[config.mk]
export PLATFORM = sky130hd
export DESIGN_NAME = dds_cmd_ctrl_flat
export DESIGN_NICKNAME = d
export VERILOG_FILES = /design/src/rtl/dds_pkg.sv /design/src/rtl/dds_cmd_ctrl_if.sv /design/src/rtl/dds_frame_rx.sv /design/src/rtl/dds_cmd_ctrl.sv /design/src/flat_wrapper.sv
export SDC_FILE = /design/constraint.sdc
export NUM_CORES = 1
export LEC_CHECK = 0
export ABC_CLOCK_PERIOD_IN_PS = 9200
export BUFFER_PORTS_ARGS = -buffer_cell sky130_fd_sc_hd__buf_2
export CORE_MARGIN = 3
export CORE_UTILIZATION = 40
export CTS_CLUSTER_SIZE = 12
export DETAILED_ROUTE_END_ITERATION = 10
export GPL_TIMING_DRIVEN = 1
export SETUP_SLACK_MARGIN = 0.1
export SLEW_MARGIN = 20
export SYNTH_ARGS = -nofsm -noshare
export SYNTH_HDL_FRONTEND = slang
export SYNTH_SLANG_ARGS = --single-unit
[constraint.sdc]
create_clock -name clk -period 9.2 [get_ports clk]
set_input_delay 1.38 -clock clk [delete_from_list [all_inputs] [get_ports clk]]
set_output_delay 1.38 -clock clk [all_outputs]
set_load 0.02 [all_outputs]
[src/rtl/dds_pkg.sv]
// Shared constants, opcode and state types for the DDS command controller.
// Latency: n/a (declarations only).
// Backpressure: n/a.
package dds_pkg;

    localparam logic [7:0]  HDR         = 8'hAA;
    localparam int          PH_W        = 10;
    localparam int          FTW_W       = 16;
    localparam logic [15:0] DEF_FTW     = 16'd1024;
    localparam int          TIMEOUT_CYC = 500000;

    // CMD[7:6] opcodes
    typedef enum logic [1:0] {
        OP_PHASE   = 2'b00,
        OP_FTW     = 2'b01,
        OP_COMMIT  = 2'b10,
        OP_DEFAULT = 2'b11
    } op_t;

    // Frame receiver position: which byte is expected next
    typedef enum logic [2:0] {
        ST_IDLE = 3'd0,
        ST_CMD  = 3'd1,
        ST_DHI  = 3'd2,
        ST_DLO  = 3'd3,
        ST_CS   = 3'd4
    } rx_state_t;

    // Frame checksum: XOR of the three payload bytes
    function automatic logic [7:0] frame_cs(input logic [7:0] cmd,
                                            input logic [7:0] dhi,
                                            input logic [7:0] dlo);
        return cmd ^ dhi ^ dlo;
    endfunction

endpackage

[src/rtl/dds_cmd_ctrl_if.sv]
// Byte input and DDS configuration output bundle of the command controller.
// Latency: n/a (wiring only).
// Backpressure: none; rx_done is a strobe that is always accepted.
interface dds_cmd_ctrl_if
    import dds_pkg::*;
#(
    parameter int PH_W  = dds_pkg::PH_W,
    parameter int FTW_W = dds_pkg::FTW_W
);
    logic [7:0]       rx_data;
    logic             rx_done;
    logic [PH_W-1:0]  phase_1;
    logic [PH_W-1:0]  phase_2;
    logic [PH_W-1:0]  phase_3;
    logic [PH_W-1:0]  phase_4;
    logic [FTW_W-1:0] ftw_1;
    logic [FTW_W-1:0] ftw_2;
    logic [FTW_W-1:0] ftw_3;
    logic [FTW_W-1:0] ftw_4;
    logic             update;
    logic             cmd_err;
    logic             busy;

    // Byte source / DDS consumer side
    modport master (
        output rx_data, rx_done,
        input  phase_1, phase_2, phase_3, phase_4,
        input  ftw_1, ftw_2, ftw_3, ftw_4,
        input  update, cmd_err, busy
    );

    // Controller side
    modport slave (
        input  rx_data, rx_done,
        output phase_1, phase_2, phase_3, phase_4,
        output ftw_1, ftw_2, ftw_3, ftw_4,
        output update, cmd_err, busy
    );
endinterface

[src/rtl/dds_frame_rx.sv]
// Frame parser: HDR,CMD,DHI,DLO,CS byte FSM with inter-byte timeout and checksum.
// Latency: frame_ok/frame_err are combinational in the cycle the CS byte (or expiry) occurs.
// Backpressure: none; every rx_done byte is consumed, partial frames drop on timeout.
module dds_frame_rx
    import dds_pkg::*;
#(
    parameter logic [7:0] HDR         = dds_pkg::HDR,
    parameter int         TIMEOUT_CYC = dds_pkg::TIMEOUT_CYC
) (
    input  logic        clk,
    input  logic        rst,
    input  logic [7:0]  rx_data,
    input  logic        rx_done,
    output logic        frame_ok,
    output logic        frame_err,
    output op_t         frame_op,
    output logic [1:0]  frame_ch,
    output logic [15:0] frame_dat,
    output logic        busy
);

    localparam int CW = (TIMEOUT_CYC > 1) ? $clog2(TIMEOUT_CYC) : 1;

    rx_state_t       state_q, state_d;
    logic [CW-1:0]   cnt_q, cnt_d;
    logic [7:0]      cmd_q, cmd_d;
    logic [7:0]      dhi_q, dhi_d;
    logic [7:0]      dlo_q, dlo_d;

    // State, timeout counter and captured payload bytes
    always_ff @(posedge clk or posedge rst) begin
        if (rst) begin
            state_q <= ST_IDLE;
            cnt_q   <= '0;
            cmd_q   <= '0;
            dhi_q   <= '0;
            dlo_q   <= '0;
        end else begin
            state_q <= state_d;
            cnt_q   <= cnt_d;
            cmd_q   <= cmd_d;
            dhi_q   <= dhi_d;
            dlo_q   <= dlo_d;
        end
    end

    // Byte sequencing; a byte arriving on the expiry cycle takes priority over the timeout
    always_comb begin
        state_d   = state_q;
        cnt_d     = cnt_q;
        cmd_d     = cmd_q;
        dhi_d     = dhi_q;
        dlo_d     = dlo_q;
        frame_ok  = 1'b0;
        frame_err = 1'b0;
        if (rx_done) begin
            cnt_d = '0;
            case (state_q)
                ST_IDLE: if (rx_data == HDR) state_d = ST_CMD;
                ST_CMD: begin
                    cmd_d   = rx_data;
                    state_d = ST_DHI;
                end
                ST_DHI: begin
                    dhi_d   = rx_data;
                    state_d = ST_DLO;
                end
                ST_DLO: begin
                    dlo_d   = rx_data;
                    state_d = ST_CS;
                end
                ST_CS: begin
                    state_d = ST_IDLE;
                    if (rx_data == frame_cs(cmd_q, dhi_q, dlo_q)) frame_ok = 1'b1;
                    else                                          frame_err = 1'b1;
                end
                default: state_d = ST_IDLE;
            endcase
        end else if (state_q != ST_IDLE) begin
            if (cnt_q == CW'(TIMEOUT_CYC - 1)) begin
                state_d   = ST_IDLE;
                cnt_d     = '0;
                frame_err = 1'b1;
            end else begin
                cnt_d = cnt_q + 1'b1;
            end
        end else begin
            cnt_d = '0;
        end
    end

    assign frame_op  = op_t'(cmd_q[7:6]);
    assign frame_ch  = cmd_q[1:0];
    assign frame_dat = {dhi_q, dlo_q};
    assign busy      = (state_q != ST_IDLE);

endmodule

[src/rtl/dds_cmd_ctrl.sv]
// Command controller: shadow/active phase and FTW banks fed by validated serial frames.
// Latency: register writes, update and cmd_err visible one cycle after the CS byte strobe.
// Backpressure: none; bytes are strobed in, malformed or stalled frames raise cmd_err.
module dds_cmd_ctrl
    import dds_pkg::*;
#(
    parameter logic [7:0]       HDR         = dds_pkg::HDR,
    parameter int               PH_W        = dds_pkg::PH_W,
    parameter int               FTW_W       = dds_pkg::FTW_W,
    parameter logic [FTW_W-1:0] DEF_FTW     = FTW_W'(dds_pkg::DEF_FTW),
    parameter int               TIMEOUT_CYC = dds_pkg::TIMEOUT_CYC
) (
    input  logic          clk,
    input  logic          rst,
    dds_cmd_ctrl_if.slave bus
);

    logic        frame_ok;
    logic        frame_err;
    op_t         frame_op;
    logic [1:0]  frame_ch;
    logic [15:0] frame_dat;
    logic        rx_busy;

    dds_frame_rx #(
        .HDR         (HDR),
        .TIMEOUT_CYC (TIMEOUT_CYC)
    ) u_frame_rx (
        .clk       (clk),
        .rst       (rst),
        .rx_data   (bus.rx_data),
        .rx_done   (bus.rx_done),
        .frame_ok  (frame_ok),
        .frame_err (frame_err),
        .frame_op  (frame_op),
        .frame_ch  (frame_ch),
        .frame_dat (frame_dat),
        .busy      (rx_busy)
    );

    logic [3:0][PH_W-1:0]  ph_sh_q,   ph_sh_d;
    logic [3:0][PH_W-1:0]  ph_act_q,  ph_act_d;
    logic [3:0][FTW_W-1:0] ftw_sh_q,  ftw_sh_d;
    logic [3:0][FTW_W-1:0] ftw_act_q, ftw_act_d;
    logic                  update_q,  update_d;
    logic                  cmd_err_q, cmd_err_d;

    // Shadow and active register banks plus one-cycle status pulses
    always_ff @(posedge clk or posedge rst) begin
        if (rst) begin
            ph_sh_q   <= '0;
            ph_act_q  <= '0;
            ftw_sh_q  <= {4{DEF_FTW}};
            ftw_act_q <= {4{DEF_FTW}};
            update_q  <= 1'b0;
            cmd_err_q <= 1'b0;
        end else begin
            ph_sh_q   <= ph_sh_d;
            ph_act_q  <= ph_act_d;
            ftw_sh_q  <= ftw_sh_d;
            ftw_act_q <= ftw_act_d;
            update_q  <= update_d;
            cmd_err_q <= cmd_err_d;
        end
    end

    // Execute a validated frame; active bank moves only as a whole so channels stay aligned
    always_comb begin
        ph_sh_d   = ph_sh_q;
        ph_act_d  = ph_act_q;
        ftw_sh_d  = ftw_sh_q;
        ftw_act_d = ftw_act_q;
        update_d  = 1'b0;
        cmd_err_d = frame_err;
        if (frame_ok) begin
            case (frame_op)
                OP_PHASE: ph_sh_d[frame_ch]  = PH_W'(frame_dat);
                OP_FTW:   ftw_sh_d[frame_ch] = FTW_W'(frame_dat);
                OP_COMMIT: begin
                    ph_act_d  = ph_sh_q;
                    ftw_act_d = ftw_sh_q;
                    update_d  = 1'b1;
                end
                OP_DEFAULT: begin
                    ph_sh_d   = '0;
                    ph_act_d  = '0;
                    ftw_sh_d  = {4{DEF_FTW}};
                    ftw_act_d = {4{DEF_FTW}};
                    update_d  = 1'b1;
                end
                default: ;
            endcase
        end
    end

    assign bus.phase_1 = ph_act_q[0];
    assign bus.phase_2 = ph_act_q[1];
    assign bus.phase_3 = ph_act_q[2];
    assign bus.phase_4 = ph_act_q[3];
    assign bus.ftw_1   = ftw_act_q[0];
    assign bus.ftw_2   = ftw_act_q[1];
    assign bus.ftw_3   = ftw_act_q[2];
    assign bus.ftw_4   = ftw_act_q[3];
    assign bus.update  = update_q;
    assign bus.cmd_err = cmd_err_q;
    assign bus.busy    = rx_busy;

endmodule

[src/flat_wrapper.sv]
// flat-port wrapper written by rule: the top's interface ports become plain ports
module dds_cmd_ctrl_flat import dds_pkg::*;
#(
    parameter logic [7:0]       HDR         = dds_pkg::HDR,
    parameter int               PH_W        = dds_pkg::PH_W,
    parameter int               FTW_W       = dds_pkg::FTW_W,
    parameter logic [FTW_W-1:0] DEF_FTW     = FTW_W'(dds_pkg::DEF_FTW),
    parameter int               TIMEOUT_CYC = dds_pkg::TIMEOUT_CYC
)
  (clk, rst, bus_rx_data, bus_rx_done, bus_phase_1, bus_phase_2, bus_phase_3, bus_phase_4, bus_ftw_1, bus_ftw_2, bus_ftw_3, bus_ftw_4, bus_update, bus_cmd_err, bus_busy);
  dds_cmd_ctrl_if #(.PH_W(PH_W), .FTW_W(FTW_W)) bus_i ();
  input  logic clk;
  input  logic rst;
  input wire logic [$bits(bus_i.rx_data)-1:0] bus_rx_data;
  input wire logic [$bits(bus_i.rx_done)-1:0] bus_rx_done;
  output wire logic [$bits(bus_i.phase_1)-1:0] bus_phase_1;
  output wire logic [$bits(bus_i.phase_2)-1:0] bus_phase_2;
  output wire logic [$bits(bus_i.phase_3)-1:0] bus_phase_3;
  output wire logic [$bits(bus_i.phase_4)-1:0] bus_phase_4;
  output wire logic [$bits(bus_i.ftw_1)-1:0] bus_ftw_1;
  output wire logic [$bits(bus_i.ftw_2)-1:0] bus_ftw_2;
  output wire logic [$bits(bus_i.ftw_3)-1:0] bus_ftw_3;
  output wire logic [$bits(bus_i.ftw_4)-1:0] bus_ftw_4;
  output wire logic [$bits(bus_i.update)-1:0] bus_update;
  output wire logic [$bits(bus_i.cmd_err)-1:0] bus_cmd_err;
  output wire logic [$bits(bus_i.busy)-1:0] bus_busy;
  assign bus_i.rx_data = bus_rx_data;
  assign bus_i.rx_done = bus_rx_done;
  assign bus_phase_1 = bus_i.phase_1;
  assign bus_phase_2 = bus_i.phase_2;
  assign bus_phase_3 = bus_i.phase_3;
  assign bus_phase_4 = bus_i.phase_4;
  assign bus_ftw_1 = bus_i.ftw_1;
  assign bus_ftw_2 = bus_i.ftw_2;
  assign bus_ftw_3 = bus_i.ftw_3;
  assign bus_ftw_4 = bus_i.ftw_4;
  assign bus_update = bus_i.update;
  assign bus_cmd_err = bus_i.cmd_err;
  assign bus_busy = bus_i.busy;
  dds_cmd_ctrl #(.HDR(HDR), .PH_W(PH_W), .FTW_W(FTW_W), .DEF_FTW(DEF_FTW), .TIMEOUT_CYC(TIMEOUT_CYC)) u_core (.clk(clk), .rst(rst), .bus(bus_i));
endmodule
==> run metrics, run 1 <==
leakage between 6 and 7 nW; vias in the first global route 7503; Fillers around 2600; overall power roughly 0.0032 W; hold slack between 0.4 and 0.5 ns; # setup viols final 0; Syn Nets between 900 and 1000; post-synthesis cell count 945; largest fanout on the critical path 74; DR WL/cell roughly 19 um; PostCTS Resize Cnt 0; chip height 175 um; Slew Viols, Final 0; antenna violation net count after detailed routing 0; Antenna diodes 0; critical path class primary input to flip-flop; Max Cap Viol 0; cell internal pwr 0.00210 W; Slew HR between 20% and 30%; # Post-CTS Setup Buffers 0; status finished, final reports clean; count leader, synth dfrtp_1; area of the multi-input gates around 4700 um^2; die area between 30000 and 40000 um^2; Yosys top cell area share 54.4%; PwrDens about 240 nW/um^2; total track usage around 18%; CTS Hold Bufs 0; pin count of the biggest net entering global routing 113; register area about 6400 um^2; CP endpoint kind flip-flop; H-tree depth 1; Rows between 60 and 70; CORE AREA roughly 28000 um^2; DP HPWL 17.5 mm; biggest area consumer among synthesized cells dfrtp_1; unrepaired setup endpoints after global routing no; Die X between 150 and 200 um; DRT iter0 DRCs around 440; Initial Util 40.8%; Startpoint Class primary input; TNS Setup 0 ns; data arrival time of the critical path 4.09 ns; maximum vdd drop about 0.17 mV; Clock Path Buffers 3; Synth Flop Type dfrtp_1; synthesized area per cell around 12 um^2; Hold Crit Class flip-flop to flip-flop; Critical Path RT between 9 and 10 ns; Ys Warns 0; Synth area leaders dfrtp_1 (54%), mux2_2 (6.5%), nor2b_1 (6.5%), mux2_1 (5.5%), xnor2_1 (2.5%); Sw Pwr ~0.0011 W; #FFs+latches synth 256; fin crit share between 30% and 40%; Flop pwr share between 30% and 40%; post-layout util between 40 and 50%; DR vias ~7500; Clock Tree Root clkbuf_16; GPL Wtd Cong ~0.79; first-pass GRT wire length 43.6 mm; initial antenna violation count 0; CTS tree built; Post-synth EDFFs 0; drt first pass iters 4; Remaining DRCs 0; Max Freq 273 MHz; CTS sink cnt around 260; Switching Share a little over a third; Port Buffers 117; Synth top cells by count dfrtp_1 (248), nor2b_1 (118), mux2_2 (66); Total Wirelength 27.2 mm; IO Pins approximately 120; Post-Synthesis Cell Area 11400 um^2; reg-to-reg setup timing slack between 5 and 6 ns; Clk Latency, worst-skew pair 0.54 ns; Clock transition at path regs 0.06 ns; sequential-to-total area share from yosys stat between 50% and 60%; clock power share between 30 and 40%; Comb power frac roughly a quarter; share of layout cells above drive strength 1 between 20% and 30%; Synth cell types 49; Clock Skew 0.0103 ns; Final Hold Vio Count 0; gr ovfl total 0; area grow syn2layout 15.9%; cts bufs inserted 28; post-layout minimum cycle time 3.67 ns; Synth async-reset ratio 100%; fin nets between 1000 and 1500; Worst-Margin Slew approximately 1.1 ns; DR vias/cell 5.22
==> power groups by stage <==
stage,Combinational (W),Sequential (W),Clock [W]
floorplan,0.000605,0.00126,0
global placement,0.000839,0.00130,0
detailed placement,0.000839,0.00130,0
CTS,0.000843,0.00128,0.00113
global route,0.000919,0.00129,0.00118
finish,0.000837,0.00128,0.00111
==> path summary, 6_finish.rpt <==
| kind | from | end | depth (start not counted) |
|---|---|---|---|
| worst max-delay path | bus_rx_data[2] | u_core.bus.phase_2[3] | 8 |
| worst min-delay path | u_core.ftw_sh_q[10] | u_core.ftw_sh_q[10] | 2 |
| worst max register to register | u_core.u_frame_rx.cmd_q[6] | u_core.ftw_sh_q[45] | 5 |
| worst min register to register | u_core.ftw_sh_q[10] | u_core.ftw_sh_q[10] | 2 |
| max in group asynchronous | rst | u_core.ph_sh_q[30] | 3 |
| min in group asynchronous | rst | u_core.u_frame_rx.cnt_q[7] | 2 |
==> layout make-up <==
| type | instances | share of cell area (%) |
|---|---|---|
| Clock buffer | 46 | 6.89 |
| Clock inverter | 5 | 0.189 |
| Inverter | 15 | 0.483 |
| Multi-Input combinational cell | 607 | 35.3 |
| Sequential cell | 256 | 48.6 |
| Tap cell | 378 | 3.58 |
| Timing Repair Buffer | 127 | 5.00 |
==> logic make-up after synthesis <==
kind of cell	Yosys count	share of synthesized area [%]
compound gates	157	11.0
xor+xnor	42	3.23
fa+ha+maj	4	0.439
buf+inv	82	3.11
flops	256	56.3
mux	126	12.4
simple gates	278	13.6
==> per-stage QoR <==
step | instance area, um^2 | setup WS [ns] | std cells
after floorplan | 11400 | 0.791 | 945
after global placement | 12300 | 4.99 | 1383
after detailed placement | 12300 | 4.96 | 1383
after CTS | 13200 | 5.53 | 1434
after global routing | 13200 | 5.30 | 1434
final | 13200 | 5.53 | 1434
==> worst max-delay path, cell delays in order <==
cell and delay [ns]:
buf_2 0.13, xor2_1 0.15, xnor2_1 0.31, nand4_4 0.14
buf_4 0.33, nor4_4 0.35, buf_4 0.78, mux2_2 0.42
==> metal layers <==
layer	GRT usage, %	up-vias	routed length, um
met5	0	-	0
met4	4.65	0	588
met3	3.48	38	1270
met2	27.2	139	12400
met1	25.6	3762	12900
li1	-	3551	-
==> cells in the final DEF (no fill, tap or decap), types with 3 or more instances in the layout <==
cell	n
clkbuf_16	29
clkbuf_1	5
nand4_1	5
o311ai_0	6
o41ai_1	20
nand3_1	14
nor2b_1	118
nor4_1	4
mux2_2	66
ha_1	3
buf_4	10
clkbuf_8	12
mux2_1	56
dfrtp_1	248
a22o_1	28
inv_1	14
xor2_1	10
o211ai_1	8
o2bb2ai_1	28
clkinv_2	5
nand2_1	47
xnor2_1	32
o21ai_0	18
nor2_1	41
nor3_1	5
dfstp_2	8
and3_1	3
mux2i_1	4
o311ai_1	8
nand2b_1	17
and2_1	3
o31ai_1	28
or4_1	5
buf_2	117
==> sequential cells by signal (all words and copies together), names as in the netlist <==
register / flops
u_core.bus.cmd_err: 1
u_core.bus.phase_4: 10
u_core.bus.ftw_4: 16
u_core.u_frame_rx.cmd_q: 8
u_core.bus.ftw_2: 16
u_core.u_frame_rx.state_q: 3
u_core.bus.ftw_3: 16
u_core.bus.phase_2: 10
u_core.ph_sh_q: 40
u_core.bus.phase_1: 10
u_core.u_frame_rx.dlo_q: 8
u_core.u_frame_rx.cnt_q: 19
u_core.u_frame_rx.dhi_q: 8
u_core.bus.update: 1
u_core.ftw_sh_q: 64
u_core.bus.phase_3: 10
u_core.bus.ftw_1: 16
Power figures use the tool's default switching activity.
==> inputs of run 2 (changes only) <==
--- a/config.mk
+++ b/config.mk
@@ -5,7 +5,8 @@
 export SDC_FILE = /design/constraint.sdc
 export NUM_CORES = 1
 export LEC_CHECK = 0
-export ABC_CLOCK_PERIOD_IN_PS = 9200
+export ABC_AREA = 1
+export ABC_CLOCK_PERIOD_IN_PS = 3710
 export BUFFER_PORTS_ARGS = -buffer_cell sky130_fd_sc_hd__buf_2
 export CORE_MARGIN = 3
 export CORE_UTILIZATION = 40
==> constraint.sdc (replaced) <==
create_clock -name clk -period 3.71 [get_ports clk]
set_input_delay 0.5565 -clock clk [delete_from_list [all_inputs] [get_ports clk]]
set_output_delay 0.5565 -clock clk [all_outputs]
set_load 0.02 [all_outputs]
==> run 2 against run 1 <==
Against the previous run:
- sequential share of layout area is 0.17 points higher
- global-route usage is 1.4 points higher
- clock skew shrank 0.0010 ns
- setup slack worse by 4.5 ns
- worst hold slack lost 0.45 ns
- die area decreased by 1.7%
- design area fell by 0.34%
- non-clock buffer count increased by 11
- critical path type is now flip-flop to flip-flop
- final cell count up 30%
- via count increased by 22%
==> run metrics, run 2 <==
CTS Hold Bufs 0; H-tree depth 1; Clock transition at path regs about 0.06 ns; fin area about 13000 um^2; Clock Skew a little over 0.009 ns; Slew Viols, Final 0; DR vias between 9000 and 10000; Yosys top cell area share about 55%; r2r startpoint u_core.u_frame_rx.cmd_q[7]; Synth async-reset ratio between 90% and 100%; Synth top cells by count nand2_1 (611), dfrtp_1 (248), nor2_1 (94); die area between 30000 and 40000 um^2; Port Buffers ~120; # setup viols final 0; unrepaired setup endpoints after global routing no; fin nets between 1000 and 1500; Synth cell types 28; sequential-to-total area share from yosys stat a little under three fifths; critical path class flip-flop to flip-flop; post-synthesis compound-gate area fraction 6.09%; DP HPWL 19.6 mm; chip height around 170 um; clock power share a little under two fifths; leakage ~7 nW; Post-synth EDFFs 0; Clk Latency, worst-skew pair between 0.5 and 0.6 ns; Switching Share about a third; leading cell type in the layout, fill and taps excluded nand2_1; Antenna diodes 0; Syn Nets roughly 1400; Finished Layout Cells between 1500 and 2000; cell internal pwr 0.00515 W; crit path launch u_core.u_frame_rx.cmd_q[7]; status finished, final reports clean; vias in the first global route roughly 9000; biggest regs u_core.ftw_sh_q x64, u_core.ph_sh_q x40, u_core.u_frame_rx.cnt_q x19; post-layout minimum cycle time 2.71 ns; Startpoint Class flip-flop; most frequent cells in the layout nand2_1 (611), dfrtp_1 (248), buf_2 (117); maximum vdd drop around 0.38 mV; Final Hold Vio Count 0; Total Wirelength between 20 and 30 mm; post-synthesis simple-gate area fraction a little under a third; Worst-Margin Slew between 0.7 and 0.8 ns; Initial Util between 40% and 50%; PwrDens approximately 600 nW/um^2; DRT iter0 DRCs between 700 and 800; Synth Area in Adders 0.447%; largest fanout on the critical path 20; share of layout cells above drive strength 1 ~14%; CP endpoint kind flip-flop; synthesized area per cell between 8 and 9 um^2; fin crit share ~73%; CTS tree built; biggest area consumer among synthesized cells dfrtp_1; first-pass GRT wire length 47.3 mm; gr ovfl total 0; Max Freq around 370 MHz; area grow syn2layout 17.5%; DP Area 12200 um^2; max FFs per register 64; Clock Path Buffers 3; Max Cap Viol 0; Fillers roughly 2700; PostCTS Resize Cnt 0; pin count of the biggest net entering global routing ~90; CTS sink cnt 256; crit path to u_core.ftw_sh_q[52]; drt first pass iters 5; reg-to-reg setup timing slack ~1.0 ns; Flop pwr share approximately two fifths; cts bufs inserted 29; Rows 60; overall power slightly below 0.008 W; count leader, synth nand2_1; RR Endpoint u_core.ftw_sh_q[52]; hold slack 0.0189 ns; dpl cells about 1800; Die X between 150 and 200 um; Clock Tree Root clkbuf_16; combinational family with the most area after synthesis simple AND/OR/NAND/NOR gates; Sw Pwr 0.00271 W; DR vias/cell about 4.9; Post-Synthesis Cell Area 11200 um^2; mux contribution to synthesized area 0%; antenna violation net count after detailed routing 0; most flop-heavy register u_core.ftw_sh_q; initial antenna violation count 0; GPL Wtd Cong between 0.8 and 0.9; Remaining DRCs 0; post-layout util around 48%; Hold Crit Class primary input to asynchronous set/reset pin; #FFs+latches synth between 200 and 300; Ys Warns 0; DR WL/cell 15.3 um; Synth area leaders dfrtp_1 (55%), nand2_1 (20%), o21ai_0 (3.4%), nor2_1 (3.1%), nand4_1 (3.0%); post-synthesis cell count roughly 1400; IO Pins 118; Comb power frac a little under a quarter; # Post-CTS Setup Buffers 0; Critical Path RT between 4 and 5 ns; total track usage roughly a fifth; Synth Flop Type dfrtp_1; xor/xnor cell area share of the yosys netlist between 1 and 1.5%; data arrival time of the critical path approximately 3.1 ns; Slew HR around 52%; FF-to-FF path depth 7; CORE AREA ~27000 um^2
run 2: changes by cell type in the layout (fill, tap and decap cells not counted), sizes merged, moves of 26 or more:
| cell | delta |
|---|---|
| nor2b | -118 |
| xnor2 | -26 |
| nand4 | +51 |
| nor2 | +55 |
| o21ai | +109 |
| mux2 | -122 |
| a22o | -28 |
| o2bb2ai | -28 |
| inv | +60 |
| o31ai | -27 |
| nand2 | +564 |
run 2: layer usage:
metal | GRT usage [%] | vias to the layer above | part of all wire (%)
met2 | 30.6 | 246 | 46
met4 | 5.41 | 0 | 2.3
met1 | 27.0 | 4227 | 46
met5 | 0 | - | 0
li1 | - | 4586 | -
met3 | 2.87 | 53 | 5.9
run 2: power groups by stage:
stage	Clock, W	Combinational, W	Sequential (W)
floorplan	0	0.00131	0.00312
global placement	0	0.00180	0.00315
detailed placement	0	0.00181	0.00316
CTS	0.00298	0.00182	0.00311
global route	0.00310	0.00207	0.00313
finish	0.00291	0.00184	0.00311
run 2: cell type report:
class	count	area, um^2	share of cell area [%]
Timing Repair Buffer	138	806	6.12
Sequential cell	256	6420	48.7
Tap cell	372	465	3.54
Multi-Input combinational cell	974	4220	32.0
Clock buffer	42	835	6.34
Inverter	75	287	2.18
Clock inverter	11	138	1.05
run 2: cells by family (layout without fill, tap and decap cells):
| group | Yosys count | in the layout |
|---|---|---|
| AND/OR/NAND/NOR | 822 | 822 |
| flip-flops | 256 | 256 |
| buffers and inverters | 144 | 266 |
| AO/OA/AOI/OAI | 135 | 135 |
| XOR/XNOR | 13 | 13 |
| adder cells (fa/ha/maj) | 4 | 4 |
run 2: worst max-delay path, cell delays in order, from the launching register on:
cell and delay [ns]:
dfrtp_1 0.42, ha_1 0.44, clkinv_2 0.41, buf_4 0.34, nand2_1 0.14, nand4_1 0.56
nand2_1 0.21, nand2_1 0.07
run 2: how the worst min path moves through the flow:
stage / end
after floorplan: u_core.u_frame_rx.cnt_q[0]
after global placement: u_core.u_frame_rx.cnt_q[0]
after detailed placement: u_core.u_frame_rx.cnt_q[0]
after CTS: u_core.bus.ftw_4[12]
after global routing: u_core.bus.ftw_4[11]
final: u_core.bus.ftw_4[12]
run 2: per-stage QoR:
stage                     setup TNS, ns  setup slack, ns
after floorplan                  -52.47           -0.212
after global placement                0            0.916
after detailed placement              0            0.880
after CTS                             0            0.946
after global routing                  0            0.694
final                                 0            0.996
==> inputs of run 3 (changes only) <==
--- a/config.mk
+++ b/config.mk
@@ -6,7 +6,7 @@
 export NUM_CORES = 1
 export LEC_CHECK = 0
 export ABC_AREA = 1
-export ABC_CLOCK_PERIOD_IN_PS = 3710
+export ABC_CLOCK_PERIOD_IN_PS = 2400
 export BUFFER_PORTS_ARGS = -buffer_cell sky130_fd_sc_hd__buf_2
 export CORE_MARGIN = 3
 export CORE_UTILIZATION = 40
==> constraint.sdc (replaced) <==
create_clock -name clk -period 2.4 [get_ports clk]
set_input_delay 0.36 -clock clk [delete_from_list [all_inputs] [get_ports clk]]
set_output_delay 0.36 -clock clk [all_outputs]
set_load 0.02 [all_outputs]
==> run 3 against run 2 <==
Against the previous run:
- clock skew rose by 0.0045 ns
- routed wire length rose by 5.7%
- die area did not move
==> run metrics, run 3 (synthesis results as in run 2) <==
PwrDens 911 nW/um^2; Switching Share between 30% and 40%; DR vias/cell between 4 and 5; share of layout cells above drive strength 1 between 10% and 20%; DR vias ~9400; biggest regs u_core.ftw_sh_q x64, u_core.ph_sh_q x40, u_core.u_frame_rx.cnt_q x19; Port Buffers approximately 120; Flop pwr share between 30% and 40%; area grow syn2layout 21.3%; chip height roughly 170 um; drt first pass iters 5; die area about 30000 um^2; Clock Tree Root clkbuf_16; CORE AREA approximately 27000 um^2; first-pass GRT wire length between 40 and 50 mm; cts bufs inserted 29; Slew Viols, Final 0; GPL Wtd Cong approximately 0.83; Final Hold Vio Count 0; CP endpoint kind output pin; Clock transition at path regs about 0.060 ns; Remaining DRCs 0; CTS tree built; max FFs per register 64; DRT iter0 DRCs 760; fin area approximately 14000 um^2; H-tree depth 1; vias in the first global route just under 9000; DP HPWL 19.6 mm; most flop-heavy register u_core.ftw_sh_q; Slew HR between 50% and 60%; Finished Layout Cells 1902; Hold Crit Class primary input to flip-flop; dpl cells ~1800; Fillers roughly 2600; Startpoint Class flip-flop; leakage ~7.0 nW; Antenna diodes 0; crit path max-delay cell type dfrtp_1; Max Cap Viol 0; Comb power frac 25.4%; status finished, final reports clean; Die X approximately 170 um; DR WL/cell approximately 16 um; max incr delay on CP between 0.4 and 0.5 ns; Worst-Margin Slew roughly 0.65 ns; clock power share ~36%; Max Freq approximately 470 MHz; Initial Util 41.1%; Total Wirelength 30.3 mm; unrepaired setup endpoints after global routing yes; Clock Skew around 0.014 ns; data arrival time of the critical path about 1.8 ns; cell internal pwr 0.00802 W; gr ovfl total 0; antenna violation net count after detailed routing 0; leading cell type in the layout, fill and taps excluded nand2_1; fin nets ~1500; Clk Latency, worst-skew pair 0.54 ns; CTS sink cnt roughly 260; pin count of the biggest net entering global routing approximately 130; Critical Path RT approximately 2.0 ns; most frequent cells in the layout nand2_1 (610), dfrtp_1 (248), buf_2 (117); post-layout minimum cycle time between 2 and 2.5 ns; IO Pins 118; DP Area 12400 um^2; critical path class flip-flop to output pin; cell chain of the critical path or2_1, nor2_1, inv_1, buf_2; largest fanout on the critical path 6; total track usage between 10% and 20%; Rows 60; # setup viols final 0; register area 6420 um^2; area of the multi-input gates between 4000 and 5000 um^2; Sw Pwr around 0.0044 W; maximum vdd drop about 0.65 mV; initial antenna violation count 0; fin crit share 87.7%; Clock Path Buffers 3
-- run 3: final cells by class --
type,count,area share (%)
clock buffer,45,6.23
clock inverter,9,0.801
inverter,75,2.12
multi-input combinational,976,31.5
sequential,256,47.2
tap,372,3.43
timing repair buffer,169,8.73
-- run 3: worst max-delay path: cells and delay by family, from the launching register on --
kind	cells	cell delay (ns)
DFF	1	0.42
buffers and inverters	2	0.26
and+or+nand+nor	2	0.53
-- run 3: routing by layer --
layer  vias up  track usage, %  part of all wire (%)
met1      4461            26.5                    46
li1       4644               -                     -
met2       241            30.4                    46
met5         -               0                     0
met3        52            2.89                   5.0
met4         0            4.32                   2.4
-- run 3: power by group through the flow --
stage	Combinational, W	Sequential, W	Clock, W
after floorplan	0.00202	0.00482	0
after global placement	0.00293	0.00488	0
after detailed placement	0.00295	0.00488	0
after CTS	0.00297	0.00481	0.00450
after global routing	0.00348	0.00485	0.00468
final	0.00314	0.00481	0.00442
-- run 3: path summary, 6_finish.rpt --
path	from	endpoint	slack, ns	cells past startpoint
worst min-delay path	bus_rx_done	u_core.bus.cmd_err	0.06	2
worst max register to register	u_core.u_frame_rx.cmd_q[1]	u_core.ftw_sh_q[11]	0.31	15
min in group asynchronous	rst	u_core.bus.ftw_4[14]	0.39	3
max in group asynchronous	rst	u_core.ftw_sh_q[42]	1.21	4
worst max-delay path	u_core.u_frame_rx.state_q[1]	bus_busy	0.29	4
worst min register to register	u_core.u_frame_rx.cnt_q[0]	u_core.u_frame_rx.cnt_q[0]	0.46	1
-- run 3: what timing repair did --
item                                    in CTS  in global routing
resized for setup                            0                 11
endpoints found under the setup margin       0                164
hold buffers                                 1                  0
buffers inserted                             0                  5
hold endpoints to repair                    13                  0
-- run 3: metrics by stage --
step | total power, W | setup slack [ns] | utilization, % | hold WS (ns) | setup TNS (ns)
after floorplan | 0.00685 | -1.33 | - | 0.432 | -332.12
after global placement | 0.00781 | 0.228 | 45.4 | 0.394 | 0
after detailed placement | 0.00783 | 0.134 | 45.4 | 0.396 | 0
after CTS | 0.0123 | 0.217 | 49.0 | 0.0380 | 0
after global routing | 0.0130 | 0.0772 | 49.9 | 0.0708 | 0
final | 0.0124 | 0.294 | 49.9 | 0.0597 | 0
